File: src/rtl/uart_tx_arbiter.sv
// uart_tx_arbiter: round-robin sharing of one UART transmitter among N_REQ byte sources.
// Define TX_OWNER_PREFIX_EN to send an owner-tag frame (8'hA0 | owner) before every data byte.
module uart_tx_arbiter #(
  parameter int N_REQ   = 4,
  parameter int TIMEOUT = 16
) (
  input  logic               clk,
  input  logic               rst,
  input  logic [N_REQ-1:0]   req,
  input  logic [8*N_REQ-1:0] data_in,
  output logic [N_REQ-1:0]   gnt,
  output logic [2:0]         owner,
  output logic [7:0]         tx_data,
  output logic               tx_start,
  input  logic               tx_busy,
  output logic               err
);

  localparam int CW = $clog2(TIMEOUT);

  typedef enum logic [1:0] {
    S_IDLE      = 2'd0,
    S_START     = 2'd1,
    S_WAIT_BUSY = 2'd2,
    S_WAIT_DONE = 2'd3
  } state_t;

  state_t           state_q, state_d;
  logic [N_REQ-1:0] gnt_q, gnt_d;
  logic [2:0]       owner_q, owner_d;
  logic [7:0]       tx_data_q, tx_data_d;
  logic             tx_start_q, tx_start_d;
  logic             err_q, err_d;
  logic [2:0]       ptr_q, ptr_d;
  logic [CW-1:0]    cnt_q, cnt_d;
`ifdef TX_OWNER_PREFIX_EN
  logic [7:0]       byte_q, byte_d;
  logic             second_q, second_d;
`endif

  // Requests and bytes widened to 8 lanes so a 3-bit index is always legal.
  logic [7:0] lane_req;
  logic [7:0] lane_byte [8];

  for (genvar gi = 0; gi < 8; gi++) begin : g_lane
    if (gi < N_REQ) begin : g_on
      assign lane_req[gi]  = req[gi];
      assign lane_byte[gi] = data_in[8*gi +: 8];
    end else begin : g_off
      assign lane_req[gi]  = 1'b0;
      assign lane_byte[gi] = 8'h00;
    end
  end

  logic       found;
  logic [2:0] sel;
  logic [3:0] rr_idx;

  always_comb begin
    found  = 1'b0;
    sel    = 3'd0;
    rr_idx = 4'd0;
    for (int k = 0; k < N_REQ; k++) begin
      rr_idx = {1'b0, ptr_q} + 4'(k);
      if (rr_idx >= 4'(N_REQ)) rr_idx = rr_idx - 4'(N_REQ);
      if (!found && lane_req[rr_idx[2:0]]) begin
        found = 1'b1;
        sel   = rr_idx[2:0];
      end
    end
  end

  always_comb begin
    state_d    = state_q;
    gnt_d      = '0;
    owner_d    = owner_q;
    tx_data_d  = tx_data_q;
    tx_start_d = 1'b0;
    err_d      = 1'b0;
    ptr_d      = ptr_q;
    cnt_d      = cnt_q;
`ifdef TX_OWNER_PREFIX_EN
    byte_d     = byte_q;
    second_d   = second_q;
`endif
    case (state_q)
      S_IDLE: begin
        if (!tx_busy && found) begin
          for (int i = 0; i < N_REQ; i++) gnt_d[i] = (3'(i) == sel);
          owner_d = sel;
          ptr_d   = (sel == 3'(N_REQ - 1)) ? 3'd0 : sel + 3'd1;
`ifdef TX_OWNER_PREFIX_EN
          tx_data_d = {5'b10100, sel};
          byte_d    = lane_byte[sel];
          second_d  = 1'b1;
`else
          tx_data_d = lane_byte[sel];
`endif
          state_d = S_START;
        end
      end
      S_START: begin
        tx_start_d = 1'b1;
        cnt_d      = '0;
        state_d    = S_WAIT_BUSY;
      end
      S_WAIT_BUSY: begin
        if (tx_busy) begin
          state_d = S_WAIT_DONE;
        end else if (cnt_q == CW'(TIMEOUT - 1)) begin
          // Transmitter never acknowledged; abandon the whole grant.
          err_d   = 1'b1;
          state_d = S_IDLE;
`ifdef TX_OWNER_PREFIX_EN
          second_d = 1'b0;
`endif
        end else begin
          cnt_d = cnt_q + CW'(1);
        end
      end
      S_WAIT_DONE: begin
        if (!tx_busy) begin
`ifdef TX_OWNER_PREFIX_EN
          if (second_q) begin
            tx_data_d = byte_q;
            second_d  = 1'b0;
            state_d   = S_START;
          end else begin
            state_d = S_IDLE;
          end
`else
          state_d = S_IDLE;
`endif
        end
      end
      default: state_d = S_IDLE;
    endcase
  end

  always_ff @(posedge clk) begin
    if (!rst) begin
      state_q    <= S_IDLE;
      gnt_q      <= '0;
      owner_q    <= 3'd0;
      tx_data_q  <= 8'h00;
      tx_start_q <= 1'b0;
      err_q      <= 1'b0;
      ptr_q      <= 3'd0;
      cnt_q      <= '0;
`ifdef TX_OWNER_PREFIX_EN
      byte_q     <= 8'h00;
      second_q   <= 1'b0;
`endif
    end else begin
      state_q    <= state_d;
      gnt_q      <= gnt_d;
      owner_q    <= owner_d;
      tx_data_q  <= tx_data_d;
      tx_start_q <= tx_start_d;
      err_q      <= err_d;
      ptr_q      <= ptr_d;
      cnt_q      <= cnt_d;
`ifdef TX_OWNER_PREFIX_EN
      byte_q     <= byte_d;
      second_q   <= second_d;
`endif
    end
  end

  assign gnt      = gnt_q;
  assign owner    = owner_q;
  assign tx_data  = tx_data_q;
  assign tx_start = tx_start_q;
  assign err      = err_q;

endmodule

File: config.mk
export PLATFORM = sky130hd
export DESIGN_NAME = uart_tx_arbiter
export DESIGN_NICKNAME = d
export VERILOG_FILES = /design/src/rtl/uart_tx_arbiter.sv
export SDC_FILE = /design/constraint.sdc
export NUM_CORES = 1
export LEC_CHECK = 0
export BUFFER_PORTS_ARGS = -buffer_cell sky130_fd_sc_hd__buf_2
export CAP_MARGIN = 20
export CELL_PAD_IN_SITES_DETAIL_PLACEMENT = 0
export CELL_PAD_IN_SITES_GLOBAL_PLACEMENT = 1
export CORE_MARGIN = 5
export CORE_UTILIZATION = 39
export DETAILED_ROUTE_END_ITERATION = 8
export PLACE_DENSITY_LB_ADDON = 0.2
export SYNTH_ARGS = -nofsm -noshare
export SYNTH_HDL_FRONTEND = slang
export SYNTH_SLANG_ARGS = --single-unit
File: constraint.sdc
create_clock -name clk -period 4.9 [get_ports clk]
set_clock_uncertainty 0.2 [all_clocks]
set_input_delay 0.245 -clock clk [delete_from_list [all_inputs] [get_ports clk]]
set_output_delay 0.245 -clock clk [all_outputs]
set_load 0.05 [all_outputs]
==> results.toml, run 1 <==
[sta]
finalSetupViolCount = 0
fmax_mhz = 278
tns_ns = 0
rsz0062_at_grt = "false"
finalHoldViolCount = 0
slew_viol_final = 0
relSlewSlack_pct = 48.2
min_period_ns = 3.59
hold_slack_ns = 0.0448
period_share_pct = 73.3
tightest_slew_ns = 0.778

[yosys]
synthesis.area_um2 = 1650
synth_edf_count = 0
synth_cells = 183
ys_dominant_reg_cell = "dfxtp_1"
yosysUniqueCellTypes = 45
synthesis.nets = 229
syn-mean-instance-area_um2 = 9.01
async_flop_share_pct = 0
ys_ff_latch = 26
yosys_warnings = 0
ys_seq_area_share_pct = 31.6

[cts]
cts_tree = "built"
post_cts_buffers = 0
cts_sinks = 26
ctsResizeCount = 0
hold_buffers = 0
numCtsBuffers = 3
insertion_delay_ns = 0.27
clockBufferDepth = 2
clkSlewWorstSetupHoldPaths_ns = 0.09
cts_root_buf = "clkbuf_8"
htreeDepth = 1

[setup_path]
crit_slowest_cell = "a32oi_4"
worstPathRequired_ns = 4.91
worst-path-max-fanout = 28
cp-end-kind = "flip-flop"
startpoint_type = "flip-flop"
crit_chain = "inv_1 -> ha_1 -> mux4_2 -> o21ai_4 -> nor2b_2 -> a32oi_4 -> inv_1 -> ha_1 -> nand2_1 -> a21oi_1"
arrival_ns = 3.60
cp_slowest_stage_delay_ns = 0.68
criticalPathCategory = "flip-flop to flip-flop"

[layout]
antenna_cells = 0
fillCellCount = 402
area_growth_pct = 18.8
layout-drive-gt1-share_pct = 31.5
nNetsFinal = 279
finish.instance_area_um2 = 1960
final_cell_count_no_fill = 282

[route]
first_iter_violations = 102
drt-pass1-iter-count = 4
drc_errors = 0
wl_per_cell_um = 14.3
via_per_inst = 5.35
antenna_left = 0
wirelength_mm = 4.03
vias = 1508

[place]
portBuffers = 55
dp_hpwl_mm = 2.98
place_congestion = 0.766
dp_cells = 278
place_area_um2 = 1890

[status]
outcome = "finished, final reports clean"

[floorplanning]
die_h_um = 75.0
start_util_pct = 40.6
dieArea_um2 = 5630
rows = 23
io_pins = 56
coreArea_um2 = 4060
die-width_um = 75.0

[power]
vdd_drop_max_mv = 0.195
leakage_nw = 0.912
fin_total_pwr_uw = 928
power_density_nw_per_um2 = 474

[global_route]
grt_util_all_layers_pct = 15.0
grt_pass1_wl_mm = 6.62
first_global_vias = 1459
grt_overflow = 0
grt_max_degree = 29
antenna_found_initial = 0

[worst_hold_path]
hold_class = "input pin to flip-flop"

[flow_run]
maxCapViolCount = 0
power by group:
part | switching (mW) | internal (mW) | leakage [nW]
Combinational | 0.311 | 0.166 | 0.664
Clock | 0.0699 | 0.109 | 0.0357
Sequential | 0.0269 | 0.244 | 0.212
Total | 0.408 | 0.520 | 0.912
synthesized netlist by cell type, types with 2 or more instances:
cell | n | area, µm²
o211a_1 | 8 | 80.1
or4_1 | 8 | 60.1
mux2i_2 | 2 | 27.5
ha_1 | 7 | 87.6
o21ai_0 | 8 | 40.0
dfxtp_1 | 26 | 521
a21oi_1 | 8 | 40.0
a31oi_1 | 2 | 12.5
nand4_1 | 2 | 12.5
o31ai_1 | 8 | 60.1
nand2_1 | 22 | 82.6
nor2_1 | 8 | 30.0
nand3_1 | 3 | 15.0
xor2_1 | 2 | 17.5
o32ai_1 | 8 | 70.1
mux2i_1 | 3 | 30.0
inv_1 | 12 | 45.0
buf_6 | 6 | 67.6
and3_1 | 8 | 50.1
o21ai_1 | 2 | 10.0
nand2b_1 | 6 | 37.5
through the flow:
step	setup slack (ns)	utilization [%]
final	1.31	48.3
after global routing	0.989	48.3
after CTS	1.31	48.3
after detailed placement	1.34	46.5
after global placement	1.34	46.5
after floorplan	1.85	-
sequential cells by signal (all words and copies together) (netlist names):
signal	flops
err	1
tx_start	1
cnt_q	4
gnt	4
ptr_q	3
state_q	2
tx_data	8
owner	3
area by class of cell:
cell class	instances	area, µm²	share of cell area, %
clock buffer	3	41.3	2.11
timing repair buffer	55	275	14.0
multi-input combinational	134	981	50.1
clock inverter	1	30.0	1.53
tap	50	62.6	3.19
inverter	13	48.8	2.49
sequential	26	520	26.6
worst paths after layout:
| check | end | depth (start not counted) | slack (ns) | start |
|---|---|---|---|---|
| setup / recovery | ptr_q[1] | 10 | 1.31 | ptr_q[0] |
| hold / removal | state_q[0] | 3 | 0.04 | tx_busy |
| setup reg to reg | ptr_q[1] | 10 | 1.31 | ptr_q[0] |
| hold reg to reg | tx_data[7] | 2 | 0.26 | tx_data[7] |
placed cells by master (no fill, tap or decap), types with 2 or more instances in the layout:
cell / netlist / layout
buf_2: 1 / 55
dfxtp_1: 26 / 26
nand2_1: 22 / 22
inv_1: 12 / 12
nor2_1: 8 / 8
a21oi_1: 8 / 8
o21ai_0: 8 / 8
or4_1: 8 / 8
o31ai_1: 8 / 8
o211a_1: 8 / 8
o32ai_1: 8 / 8
and3_1: 8 / 8
ha_1: 7 / 7
nand2b_1: 6 / 6
mux2i_1: 3 / 3
nand3_1: 3 / 3
clkbuf_8: 0 / 3
mux2i_2: 2 / 2
a31oi_1: 2 / 2
nand4_1: 2 / 2
o21ai_1: 2 / 2
xor2_1: 2 / 2
metal layers:
| layer | GRT usage, % | up-vias | routed length (µm) | share of wire (%) |
|---|---|---|---|---|
| met5 | 0 | - | 0 | 0 |
| li1 | - | 772 | - | - |
| met3 | 3.07 | 6 | 243 | 6.0 |
| met2 | 23.1 | 37 | 1790 | 44 |
| met4 | 4.15 | 0 | 36 | 0.89 |
| met1 | 21.2 | 693 | 1960 | 49 |
worst max-delay path, delay by kind of cell (launching register included):
family | cells | cell delay [ns]
compound gates | 3 | 0.91
fa+ha+maj | 2 | 0.79
simple gates | 2 | 0.13
mux | 1 | 0.56
flops | 1 | 0.54
buf+inv | 2 | 0.37
logic make-up (layout without fill, tap and decap cells):
kind of cell	count (synthesis)	count (layout)	share of synthesized area, %
DFF	26	26	31.6
muxes	7	7	5.54
buffers and inverters	23	72	8.95
AOI/OAI and AO/OA	54	54	26.6
adders and majority gates	7	7	5.31
xor gates and xnor gates	2	2	1.06
and+or+nand+nor	64	64	21.0
Note: power is estimated with default switching activity, not from simulation.
==> run 2: changes to the inputs <==
--- a/config.mk
+++ b/config.mk
@@ -5,12 +5,13 @@
 export SDC_FILE = /design/constraint.sdc
 export NUM_CORES = 1
 export LEC_CHECK = 0
+export ABC_AREA = 1
 export BUFFER_PORTS_ARGS = -buffer_cell sky130_fd_sc_hd__buf_2
 export CAP_MARGIN = 20
 export CELL_PAD_IN_SITES_DETAIL_PLACEMENT = 0
 export CELL_PAD_IN_SITES_GLOBAL_PLACEMENT = 1
 export CORE_MARGIN = 5
-export CORE_UTILIZATION = 39
+export CORE_UTILIZATION = 31
 export DETAILED_ROUTE_END_ITERATION = 8
 export PLACE_DENSITY_LB_ADDON = 0.2
 export SYNTH_ARGS = -nofsm -noshare
==> constraint.sdc (replaced) <==
create_clock -name clk -period 3.1 [get_ports clk]
set_clock_uncertainty 0.2 [all_clocks]
set_input_delay 0.155 -clock clk [delete_from_list [all_inputs] [get_ports clk]]
set_output_delay 0.155 -clock clk [all_outputs]
set_load 0.05 [all_outputs]
==> run 2 against run 1 <==
Hold slack worse by 0.013 ns. Cell area grew 13%. Wire length increased by 12%. Largest cell class unchanged.
==> results.toml, run 2 <==
[status]
outcome = "finished, final reports clean"

[layout]
fillCellCount = 646
area_growth_pct = 22.4
multiInputGateArea_um2 = 996
most-common-layout-cells = "55 x buf_2, 54 x inv_1, 52 x nand2_1"
regArea_um2 = 520
final_common_cell = "buf_2"
layout-drive-gt1-share_pct = 27.4
largest_reg_flops = 8
antenna_cells = 0
nNetsFinal = 383

[place]
place_congestion = 0.783
dp_hpwl_mm = 3.52
portBuffers = 55

[setup_path]
startpoint_type = "flip-flop"
cp_slowest_stage_delay_ns = 0.43
cp-end-kind = "flip-flop"
crit_chain = "inv_2 -> ha_1 -> inv_1 -> nand3_1 -> nand2_1 -> nor2_2 -> inv_2 -> nand3_4 -> nand4_4 -> inv_2 -> nand2_1 -> nand2_1 -> nand2_1 -> nor2_1"
criticalPathCategory = "flip-flop to flip-flop"
cp_common_cell = "nand2_1"
worst-path-max-fanout = 22
crit_slowest_cell = "dfxtp_1"
worstPathRequired_ns = 3.12
arrival_ns = 2.74

[floorplanning]
die_h_um = 86.6
io_pins = 56
dieArea_um2 = 7490
start_util_pct = 32.4
coreArea_um2 = 5610
rows = 27
die-width_um = 86.6

[global_route]
grt_use_met1_pct = 17.9
grt_max_degree = 23
grt_util_met3_pct = 2.38
antenna_found_initial = 0
grt_overflow = 0
first_global_vias = 1791
grt_pass1_wl_mm = 8.14
use_met2_pct = 21.6
grt_util_all_layers_pct = 13.2
top_usage_layer = "met2"

[cts]
htreeDepth = 1
cts_root_buf = "clkbuf_8"
clockBufferDepth = 2
insertion_delay_ns = 0.27
cts_tree = "built"
cts_sinks = 26
hold_buffers = 1
ctsResizeCount = 0
post_cts_buffers = 0
clkSlewWorstSetupHoldPaths_ns = 0.09
numCtsBuffers = 3

[route]
wirelength_mm = 4.52
wl_per_cell_um = 11.1
via_per_inst = 4.31
first_iter_violations = 78
drt-pass1-iter-count = 4
drc_errors = 0
antenna_left = 0
vias = 1758

[yosys]
synth_edf_count = 0
yosys.area.top_type = "dfxtp_1"
ys_dominant_reg_cell = "dfxtp_1"
synthesis.area_um2 = 1820
synthesis.nets = 328
synth.area.top_cells = "dfxtp_1 29%, nand3_1 12%, inv_1 11%"
synth_cells = 282
async_flop_share_pct = 0
synth.cells.most_frequent = "54 x inv_1, 52 x nand2_1, 45 x nand3_1"
ys_seq_area_share_pct = 28.7
yosysUniqueCellTypes = 28
yosysMostFrequentCell = "inv_1"
yosysTopAreaCellShare_pct = 28.7
ys_ff_latch = 26
yosys_warnings = 0
syn-mean-instance-area_um2 = 6.44

[power]
power_density_nw_per_um2 = 1280
leakage_nw = 1.26
vdd_drop_max_mv = 0.546

[sta]
slew_viol_final = 0
tns_ns = 0
fmax_mhz = 367
min_period_ns = 2.73
finalSetupViolCount = 0
finalHoldViolCount = 0
rsz0062_at_grt = "false"
tightest_slew_ns = 0.439
period_share_pct = 88.0
hold_slack_ns = 0.0315
relSlewSlack_pct = 70.7

[flow_run]
maxCapViolCount = 0

[worst_hold_path]
hold_class = "input pin to flip-flop"
run 2: changes by cell type after synthesis, sizes merged, moves of 6 or more:
cell,before,now
nand2,22,64
nand3,3,50
o31ai,8,0
or4,8,0
nand2b,6,0
o211a,8,0
inv,12,62
and3,9,1
nor2,9,37
o32ai,8,0
o21ai,12,6
run 2: through the flow:
stage	power [mW]	worst slack (ns)	utilization (%)	cells	instance area (µm²)
finish	2.84	0.372	39.6	408	2220
global route	3.18	0.0189	39.6	408	2220
CTS	2.90	0.348	39.6	408	2220
detailed placement	2.60	0.387	38.2	403	2140
global placement	2.61	0.475	38.2	403	2140
floorplan	2.22	0.687	-	282	1820
run 2: layout make-up:
type                    count  area share, %
multi-input cells         185           44.8
flip-flops and latches     26           23.4
repair buffers             59           13.8
inverters                  62           10.7
well taps                  72           4.05
clock buffers               3           1.86
clock inverters             1           1.35
run 2: final timing paths:
kind / start / to / slack (ns) / cells after the start
setup / recovery: ptr_q[1] / tx_data[6] / 0.37 / 14
hold / removal: data_in[6] / tx_data[6] / 0.03 / 4
setup reg to reg: ptr_q[1] / tx_data[6] / 0.37 / 14
hold reg to reg: owner[2] / owner[2] / 0.23 / 2
run 2: metal layers:
metal / vias up / part of all wire [%]
met5: - / 0
met1: 741 / 50
li1: 972 / -
met4: 0 / 0.86
met2: 41 / 43
met3: 4 / 5.7
run 2: cells by family after synthesis:
group	after synthesis	synth area share, %
and+or+nand+nor	160	44.9
buffers and inverters	71	16.5
adders and majority gates	7	4.82
DFF	26	28.7
AOI/OAI and AO/OA	18	5.10
run 2: worst max-delay path, delay by kind of cell (launching register included):
family        cells  cell delay, ns
simple gates      9            1.12
buf+inv           4            0.60
flops             1            0.43
fa+ha+maj         1            0.34
run 2: report_power, final:
group	internal, mW	switching, mW
clock	0.173	0.110
sequential	0.439	0.0652
combinational	0.631	1.43
==> run 3: changes to the inputs <==
--- a/config.mk
+++ b/config.mk
@@ -5,13 +5,12 @@
 export SDC_FILE = /design/constraint.sdc
 export NUM_CORES = 1
 export LEC_CHECK = 0
-export ABC_AREA = 1
 export BUFFER_PORTS_ARGS = -buffer_cell sky130_fd_sc_hd__buf_2
 export CAP_MARGIN = 20
 export CELL_PAD_IN_SITES_DETAIL_PLACEMENT = 0
 export CELL_PAD_IN_SITES_GLOBAL_PLACEMENT = 1
 export CORE_MARGIN = 5
-export CORE_UTILIZATION = 31
+export CORE_UTILIZATION = 33
 export DETAILED_ROUTE_END_ITERATION = 8
 export PLACE_DENSITY_LB_ADDON = 0.2
 export SYNTH_ARGS = -nofsm -noshare
==> run 3 against run 2 <==
Total power fell by 46%. Sequential power fell by 18%. Critical path type unchanged. Hold slack improved by 0.011 ns. Sequential cell count did not move. Clock-buffer cell count did not move. Cell area fell by 7.8%. Via count fell by 12%. Utilization rose by 3.2 points. Fmax fell by 4.4%.
==> results.toml, run 3 (synthesis results as in run 1) <==
[cts]
ctsResizeCount = 0
insertion_delay_ns = 0.27
hold_buffers = 1
clockBufferDepth = 2
numCtsBuffers = 3
post_cts_buffers = 0
htreeDepth = 1
clkSlewWorstSetupHoldPaths_ns = 0.10
cts_sinks = 26
cts_root_buf = "clkbuf_8"
cts_tree = "built"

[route]
antenna_left = 0
drc_errors = 0
wirelength_mm = 4.43
wl_per_cell_um = 14.4
vias = 1545
drt-pass1-iter-count = 4
via_per_inst = 5.02
first_iter_violations = 108

[flow_run]
maxCapViolCount = 0

[sta]
rsz0062_at_grt = "false"
finalSetupViolCount = 0
relSlewSlack_pct = 70.0
fin_ws_ns = 0.245
slew_viol_final = 0
fmax_mhz = 350
tns_ns = 0
min_period_ns = 2.85
finalHoldViolCount = 0
tightest_slew_ns = 0.446
period_share_pct = 92.1

[place]
place_ws_ns = 0.241
portBuffers = 55
place_congestion = 0.857
dp_hpwl_mm = 3.38

[global_route]
grt_pass1_wl_mm = 7.07
grt_util_all_layers_pct = 13.7
grt_overflow = 0
grt_max_degree = 18
antenna_found_initial = 0
first_global_vias = 1475

[layout]
area_growth_pct = 24.4
utilization_pct = 42.8
layout-drive-gt1-share_pct = 33.6
nNetsFinal = 288
final_common_cell = "buf_2"
largest_reg_flops = 8
antenna_cells = 0
most-common-layout-cells = "55 x buf_2, 26 x dfxtp_1, 22 x nand2_1"

[power]
leakage_nw = 0.955
vdd_drop_max_mv = 0.324
power_density_nw_per_um2 = 749

[worst_hold_path]
hold_class = "input pin to flip-flop"
whs_path_depth = 3
worst_hold_path.endpoint = "cnt_q[2]"
min_from = "rst"

[setup_path]
crit_start = "ptr_q[0]"
startpoint_type = "flip-flop"
r2r_cells = 10
crit_chain = "inv_1 -> ha_1 -> mux4_2 -> o21ai_4 -> nor2b_2 -> a32oi_4 -> buf_4 -> or4_1 -> o31ai_1 -> o32ai_1"
cp-end-kind = "flip-flop"
reg2reg_to = "tx_data[2]"
crit_family = "simple AND/OR/NAND/NOR gates"
criticalPathCategory = "flip-flop to flip-flop"
reg2reg_slack_ns = 0.25
cp_num_cells = 10
worstPathRequired_ns = 3.05
worstReg2RegStart = "ptr_q[0]"
cp_slowest_stage_delay_ns = 0.51
worst-path-max-fanout = 14
crit_slowest_cell = "or4_1"
arrival_ns = 2.81
cp_num_buf_inv = 2

[floorplanning]
dieArea_um2 = 6510
start_util_pct = 34.5
die-width_um = 80.7
rows = 25
coreArea_um2 = 4790
die_h_um = 80.7
io_pins = 56

[status]
outcome = "finished, final reports clean"
## run 3: cell types whose count changed in the layout (fill, tap and decap cells not counted), sizes merged, moves of 28 or more
cell / delta
nand2: -42
nand3: -47
nor2: -28
inv: -50
## run 3: where the power goes
group	total (mW)	switching [mW]	internal (mW)
combinational	0.837	0.527	0.310
clock	0.289	0.116	0.173
sequential	0.411	0.0254	0.386
total	1.54	0.668	0.868
## run 3: layout make-up
| class | count | area (µm²) |
|---|---|---|
| Clock buffer | 3 | 41.3 |
| Clock inverter | 1 | 30.0 |
| Fill cell | 511 | 2740 |
| Inverter | 13 | 48.8 |
| Multi-Input combinational cell | 134 | 981 |
| Sequential cell | 26 | 520 |
| Tap cell | 67 | 83.8 |
| Timing Repair Buffer | 64 | 345 |
## run 3: worst max path at each step
| stage | to | slack [ns] |
|---|---|---|
| 2_1_floorplan | ptr_q[1] | 0.05 |
| 3_3_place_gp | tx_data[7] | 0.26 |
| 3_5_place_dp | tx_data[7] | 0.24 |
| 4_1_cts | tx_data[7] | 0.24 |
| 5_1_grt | ptr_q[1] | 0.07 |
| 6_report | tx_data[2] | 0.25 |
## run 3: stage by stage
stage	hold slack (ns)	std cells	power [mW]	cell area, µm²
6_report	0.0430	308	1.54	2050
3_3_place_gp	0.243	303	1.26	1970
3_5_place_dp	0.247	303	1.26	1970
4_1_cts	0.0295	308	1.55	2050
2_1_floorplan	0.102	183	1.12	1650
5_1_grt	0.0406	308	1.65	2050
## run 3: layer usage
metal,up-vias,GRT usage (%),wire (µm)
met5,-,0,0
met4,0,3.55,19
met3,2,2.58,238
met2,34,21.9,2150
met1,720,18.8,2020
li1,789,-,-
## run 3: tightest hold or removal path, cell delays in order
cell,delay [ns]
buf_2,0.17
nand2_1,0.10
nor2_1,0.05
